`src/rtl/data_cache_wb_ctrl.sv`:
```
// Write-back engine: drains one data cache line to DDR as a single write burst.
// Optional watchdog on REQ/WAIT_FIN stalls: define DATA_CACHE_WB_TIMEOUT_EN.
module data_cache_wb_ctrl #(
   parameter int DATA_CACHE_DEPTH = 16,
   parameter int CACHE_ADDR_WIDTH = 4,
   parameter int DATA_WIDTH       = 16,
   parameter int DDR_ADDR_WIDTH   = 28,
   parameter int ADDR_WIDTH_MEM   = 16,
   parameter int TIMEOUT_CYCLES   = 1023
) (
   input  logic                        clk,
   input  logic                        rst,
   input  logic                        store_ddr_en,
   input  logic [ADDR_WIDTH_MEM-1:0]   tag_data,
   output logic [CACHE_ADDR_WIDTH-1:0] cache_rd_addr,
   input  logic [DATA_WIDTH-1:0]       cache_rd_data,
   output logic                        wr_burst_req,
   output logic [9:0]                  wr_burst_len,
   output logic [DDR_ADDR_WIDTH-1:0]   wr_burst_addr,
   input  logic                        wr_burst_data_req,
   output logic [DATA_WIDTH-1:0]       wr_burst_data,
   input  logic                        wr_burst_finish,
   output logic [9:0]                  data_store_cnt,
   output logic                        store_busy,
   output logic                        store_done,
   output logic                        store_err
);

   typedef enum logic [2:0] {
      S_IDLE,
      S_REQ,
      S_DATA,
      S_WAIT_FIN,
      S_DONE
   } state_e;

   localparam logic [9:0] DEPTH_C = 10'(DATA_CACHE_DEPTH);

   state_e                    state_q;
   logic                      en_dly_q;
   logic [ADDR_WIDTH_MEM-1:0] tag_q;
   logic                      req_q;
   logic [DATA_WIDTH-1:0]     data_q;
   logic [9:0]                cnt_q;
   logic                      done_q;
   logic                      err_q;

   logic                      start;
   logic                      svc_ok;
   logic [9:0]                cnt_d;
   logic                      fin_short;
   logic                      wd_expired;

`ifdef DATA_CACHE_WB_TIMEOUT_EN
   localparam logic [9:0] WD_LAST = 10'(TIMEOUT_CYCLES - 1);
   logic [9:0] wd_q;
   assign wd_expired = (wd_q == WD_LAST);
`else
   assign wd_expired = 1'b0;
`endif

   assign start     = store_ddr_en && !en_dly_q;
   assign svc_ok    = (cnt_q < DEPTH_C);
   // Count as it will be after servicing this cycle's request; decides short vs. full burst on finish.
   assign cnt_d     = (wr_burst_data_req && svc_ok) ? cnt_q + 10'd1 : cnt_q;
   assign fin_short = (cnt_d < DEPTH_C);

   assign cache_rd_addr  = cnt_q[CACHE_ADDR_WIDTH-1:0];
   assign wr_burst_len   = DEPTH_C;
   assign wr_burst_addr  = DDR_ADDR_WIDTH'({tag_q, 3'b000});
   assign wr_burst_req   = req_q;
   assign wr_burst_data  = data_q;
   assign data_store_cnt = cnt_q;
   assign store_busy     = (state_q != S_IDLE);
   assign store_done     = done_q;
   assign store_err      = err_q;

   // NOTE: all state is updated with non-blocking assignments so every branch reads pre-edge values.
   always_ff @(posedge clk or negedge rst) begin
      if (!rst) begin
         state_q  <= S_IDLE;
         en_dly_q <= 1'b0;
         tag_q    <= '0;
         req_q    <= 1'b0;
         data_q   <= '0;
         cnt_q    <= '0;
         done_q   <= 1'b0;
         err_q    <= 1'b0;
`ifdef DATA_CACHE_WB_TIMEOUT_EN
         wd_q     <= '0;
`endif
      end else begin
         en_dly_q <= store_ddr_en;
         done_q   <= 1'b0;
`ifdef DATA_CACHE_WB_TIMEOUT_EN
         wd_q     <= '0;
`endif
         unique case (state_q)
            S_IDLE: begin
               if (start) begin
                  tag_q   <= tag_data;
                  cnt_q   <= '0;
                  err_q   <= 1'b0;
                  req_q   <= 1'b1;
                  state_q <= S_REQ;
               end
            end
            S_REQ, S_DATA: begin
               if (wr_burst_data_req) begin
                  if (svc_ok) begin
                     data_q <= cache_rd_data;
                     cnt_q  <= cnt_q + 10'd1;
                  end else begin
                     data_q <= '0;
                     err_q  <= 1'b1;
                  end
               end
               if (wr_burst_finish) begin
                  req_q   <= 1'b0;
                  done_q  <= 1'b1;
                  state_q <= S_DONE;
                  if (fin_short) err_q <= 1'b1;
               end else if (state_q == S_REQ) begin
                  if (wr_burst_data_req) begin
                     req_q   <= 1'b0;
                     state_q <= S_DATA;
                  end else if (wd_expired) begin
                     req_q   <= 1'b0;
                     err_q   <= 1'b1;
                     done_q  <= 1'b1;
                     state_q <= S_DONE;
                  end else begin
`ifdef DATA_CACHE_WB_TIMEOUT_EN
                     wd_q <= wd_q + 10'd1;
`endif
                  end
               end else if (cnt_q == DEPTH_C) begin
                  state_q <= S_WAIT_FIN;
               end
            end
            S_WAIT_FIN: begin
               if (wr_burst_finish) begin
                  done_q  <= 1'b1;
                  state_q <= S_DONE;
               end else if (wd_expired) begin
                  err_q   <= 1'b1;
                  done_q  <= 1'b1;
                  state_q <= S_DONE;
               end else begin
`ifdef DATA_CACHE_WB_TIMEOUT_EN
                  wd_q <= wd_q + 10'd1;
`endif
               end
            end
            S_DONE: begin
               state_q <= S_IDLE;
            end
            default: begin
               state_q <= S_IDLE;
            end
         endcase
      end
   end

endmodule

```
`config.mk`:
```
export PLATFORM = sky130hd
export DESIGN_NAME = data_cache_wb_ctrl
export DESIGN_NICKNAME = d
export VERILOG_FILES = /design/src/rtl/data_cache_wb_ctrl.sv
export SDC_FILE = /design/constraint.sdc
export NUM_CORES = 1
export LEC_CHECK = 0
export ABC_AREA = 1
export CAP_MARGIN = 20
export CORE_MARGIN = 1.5
export CORE_UTILIZATION = 46
export CTS_BUF_LIST = sky130_fd_sc_hd__clkbuf_4
export DETAILED_ROUTE_END_ITERATION = 10
export PLACE_DENSITY = 0.87
export SETUP_SLACK_MARGIN = 0.15
export SLEW_MARGIN = 20
export SYNTH_ARGS = -nofsm -noshare
export SYNTH_HDL_FRONTEND = slang
export SYNTH_SLANG_ARGS = --single-unit
```
`constraint.sdc`:
```
create_clock -name clk -period 2.5 [get_ports clk]
set_input_delay 0.5 -clock clk [delete_from_list [all_inputs] [get_ports clk]]
set_output_delay 0.5 -clock clk [all_outputs]
set_load 0.1 [all_outputs]
```
Word level (Yosys, flattened, before mapping). Cells that the tools add are included.

Bits in registers: 49. Latch bits: 0. RAM bits: 0. ROM bits: 0. Output and inout port bits: 72. Memories kept: 0.

Add/sub/neg operators: 1. $mul: 0. Divide/modulo/power cells: 0. $lt $le $gt $ge: 2. Equal/unequal tests: 12. Shift operators: 0. Mux-type cells: 26. Bitwise logic cells: 0. Reductions and logical operators: 14.

Operators by type and width (count): 2-to-1 mux 10 bit (4); < comparator 10 x 5 -> 1 bit, second input constant (2); one-hot mux 10 bit (2 select lines) (1); 2-to-1 mux 3 bit (6); 2-to-1 mux 16 bit (1); AND reduction 4 bit (3); 2-to-1 mux 1 bit (11); adder 10 x 1 -> 10 bit, second input constant (1); == test 10 x 5 -> 1 bit, second input constant (1); one-hot mux 3 bit (3 select lines) (1); inequality test 2 bit, second input constant (4); inequality test 4 bit, second input constant (2); == test 3 x 2 -> 1 bit, second input constant (2); inequality test 3 bit, second input constant (2); AND reduction 2 bit (3); one-hot mux 1 bit (2 select lines) (2); == test 3 x 1 -> 1 bit, second input constant (1); logical NOT 3 bit (1); nonzero test 3 bit (1); OR reduction 3 bit (1); logical AND 1 bit (2); nonzero test 2 bit (1); OR reduction 2 bit (1); logical NOT 1 bit (1).

Longest topological paths before layout.
Word-level depth: 7. Mapped depth: 10.

Least setup slack after synthesis. Ideal clock, no wire load.

Path type: reg2out. Start: register state_q[0]. End: output store_busy. Arrival: 1.465 ns. Data required time: 2.000 ns. Path slack: 0.535 ns. Stages on the path, launching flop included: 7. Cell sequence: dfrtp_1 -> inv_2 -> nand2_4 -> nor2_4 -> buf_6 -> buf_2 -> inv_1.

Cells in the longest elaborated chain, start to end: 1.

Ends and longest elaborated chain: start: declaration (RTL line 39) `state_e state_q;`; start signal: assignment (RTL line 81) `state_q <= S_IDLE;`; start signal: assignment (RTL line 105) `state_q <= S_REQ;`; start signal: assignment (RTL line 121) `state_q <= S_DONE;`; nonzero test 3 bit (RTL line 74) `assign store_busy = (state_q != S_IDLE);`; end: declaration (RTL line 24) `output logic store_busy,`.

No other way between the ends.

Worst setup path after layout.
Start: register state_q[1]. End: output store_busy.

Same word-level chain as after synthesis.

==> reports/metrics.cfg <==
[clock_tree]
post_cts_resized=0
cts.hold.buffers_added=0
clk_path_buf_depth=2
cts-root-buf=clkbuf_4
cts_setup_buffers=0
htreeDepth=2
path_clk_slew_ns=0.15
cts_buffers=5
clock-sinks=49
worstSkewPairLatency_ns=0.37
cts_tree=built

[sta]
maxSlewViolCount=0
skew_ns=0.01820
final-setup-viol-count=0
setup_tns_ns=0
fin_crit_sh_pct=79.27
rsz0062_at_grt=false
finalHoldViolCount=0
fmax_ghz=0.5046
tightest_slew_ns=0.6124
max-slew-margin-rel_pct=59.17
fin_crit_ns=1.982

[routing]
dr.first_iter.drc_count=101
vias_per_cell=4.768
antenna_left=0
routedWlPerCell_um=12.43
num_vias=2055
drt-total-wl_mm=5.358
drc_errors=0
dr.pass1.iters=4

[hold_path]
min_path_type=input pin to asynchronous set/reset pin

[placed_design]
dp_hpwl_mm=3.874
io_buffer_count=86
place_area_mm2=0.003077
routabilityCongestion=0.8153

[setup_path]
timing.rr.end=data_store_cnt[2]$_DFFE_PN0P_
critPathArrivalTime_ns=1.48
cp.required_ns=2.00
crit_type=flip-flop to output port
cp-endpoint=store_busy
crit_path_end_kind=output port
r2r-start=state_q[1]$_DFFE_PN0P_
r2r_setup_slack_ns=0.93
reg2reg_depth=7
cp_max_fo=7
startpoint=state_q[1]$_DFFE_PN0P_
cp-start-kind=flip-flop

[logic_synthesis]
ys_seq_area_share_pct=50.36
synth_seq_cells=49
ys_types=29
syn_area_mm2=0.002435
yosys_warnings=0
synth_area_per_cell_um2=8.696
synth_cells=280

[floorplan]
core_mm2=0.005107
start_util_pct=47.67
ioPinCount=109
die_h_um=75.76
dieArea_mm2=0.005739
rows=26
die_w_um=75.76

[status]
outcome=completed

[flow_run]
drv_cap=0

[layout]
drive_above_1_share_pct=21.33
final_area_mm2=0.003179
multi_input_area_um2=928.4
n_antenna_cell=0
seq_area_mm2=0.001226
utilization_pct=62.25
layout.cells.most_common_list=nand2_1, buf_4, dfrtp_1
final_common_cell=nand2_1
area_growth_syn_to_layout_pct=30.58
nFillCells=436
nNetsFinal=399

[grt]
antenna_found_initial=0
first_global_vias=1885
grt_use_total_pct=19.53
grt_pass1_wl_mm=8.487
grt_max_degree=50
overflow=0

## layer usage
metal	global-route usage [%]	vias to the layer above	wire [µm]
met3	4.365	7	366
met4	7.341	0	78
met5	0	-	0
li1	-	1010	-
met1	22.91	946	2208
met2	34.69	92	2704
## cells in the mapped netlist
cell type   n  area share (%)
o21ai_1    12             2.5
buf_6       4             1.8
buf_4      28             8.6
buf_2       3            0.62
nand2_4     3             1.4
o21ai_0     8             1.6
nand4_1     3            0.77
a21oi_1     3            0.62
nand2_2     1            0.26
buf_1       1            0.15
o21ai_2     1            0.36
inv_1      16             2.5
nand3_4     1            0.72
nand2_1    70              11
ha_1        2             1.0
nor2_2      1            0.26
dfrtp_1    49              50
nor2_4      1            0.46
nor2_1     15             2.3
inv_4       1            0.26
xor2_1      1            0.36
nor2_8      1            0.82
inv_2       4            0.62
conb_1      2            0.31
or2_0       1            0.26
nand3_2     1            0.41
nor3_1      4            0.82
nand3_1    42             8.6
xnor2_1     1            0.36
## worst min path at each step
stage	end	cells past startpoint	slack (ns)	from
4_1_cts	wr_burst_data[4]$_DFFE_PN0P_	2	0.23	rst
5_1_grt	wr_burst_data[4]$_DFFE_PN0P_	2	0.26	rst
2_1_floorplan	data_store_cnt[0]$_DFFE_PN0P_	0	0.20	rst
6_report	wr_burst_data[4]$_DFFE_PN0P_	2	0.20	rst
3_5_place_dp	tag_q[13]$_DFFE_PN0P_	2	0.46	tag_q[13]$_DFFE_PN0P_
3_3_place_gp	tag_q[3]$_DFFE_PN0P_	2	0.46	tag_q[3]$_DFFE_PN0P_
## stage by stage
step                      std cells  setup WS, ns  hold WS, ns
final                           431        0.5181       0.2012
after global routing            431        0.4213       0.2607
after CTS                       431        0.4938       0.2257
after detailed placement        423        0.5413       0.4608
after global placement          423        0.5867       0.4568
after floorplan                 300        0.5351       0.2044
## critical path, cell delays in order, from the launching register on
cell     delay (ns)
dfrtp_1        0.47
inv_2          0.10
nand2_4        0.07
nor2_4         0.18
inv_1          0.06
buf_4          0.23
## cell type report
class,count,area share [%]
sequential,49,38.57
multi-input combinational,194,29.20
timing repair buffer,89,23.69
tap,70,2.755
inverter,21,2.558
clock inverter,3,2.046
clock buffer,5,1.181
## flip-flops by register name, summed over array words and instances, names as in the netlist
signal,cells
tag_q,16
wr_burst_data,16
data_store_cnt,10
state_q,3
en_dly_q,1
store_done,1
store_err,1
wr_burst_req,1
## logic make-up (layout without fill, tap and decap cells)
family / Yosys count / count (layout) / share of synthesized area, %
and+or+nand+nor: 144 / 144 / 27.90
buffers and inverters: 57 / 118 / 14.59
DFF: 49 / 49 / 50.36
AOI/OAI and AO/OA: 24 / 24 / 5.087
adders and majority gates: 2 / 2 / 1.028
other: 2 / 22 / 0.3084
xor gates and xnor gates: 2 / 2 / 0.7196
Power is left out: the tool's default activity adds up to more than one toggle a clock period on the data nets, which glitch-free logic cannot reach.
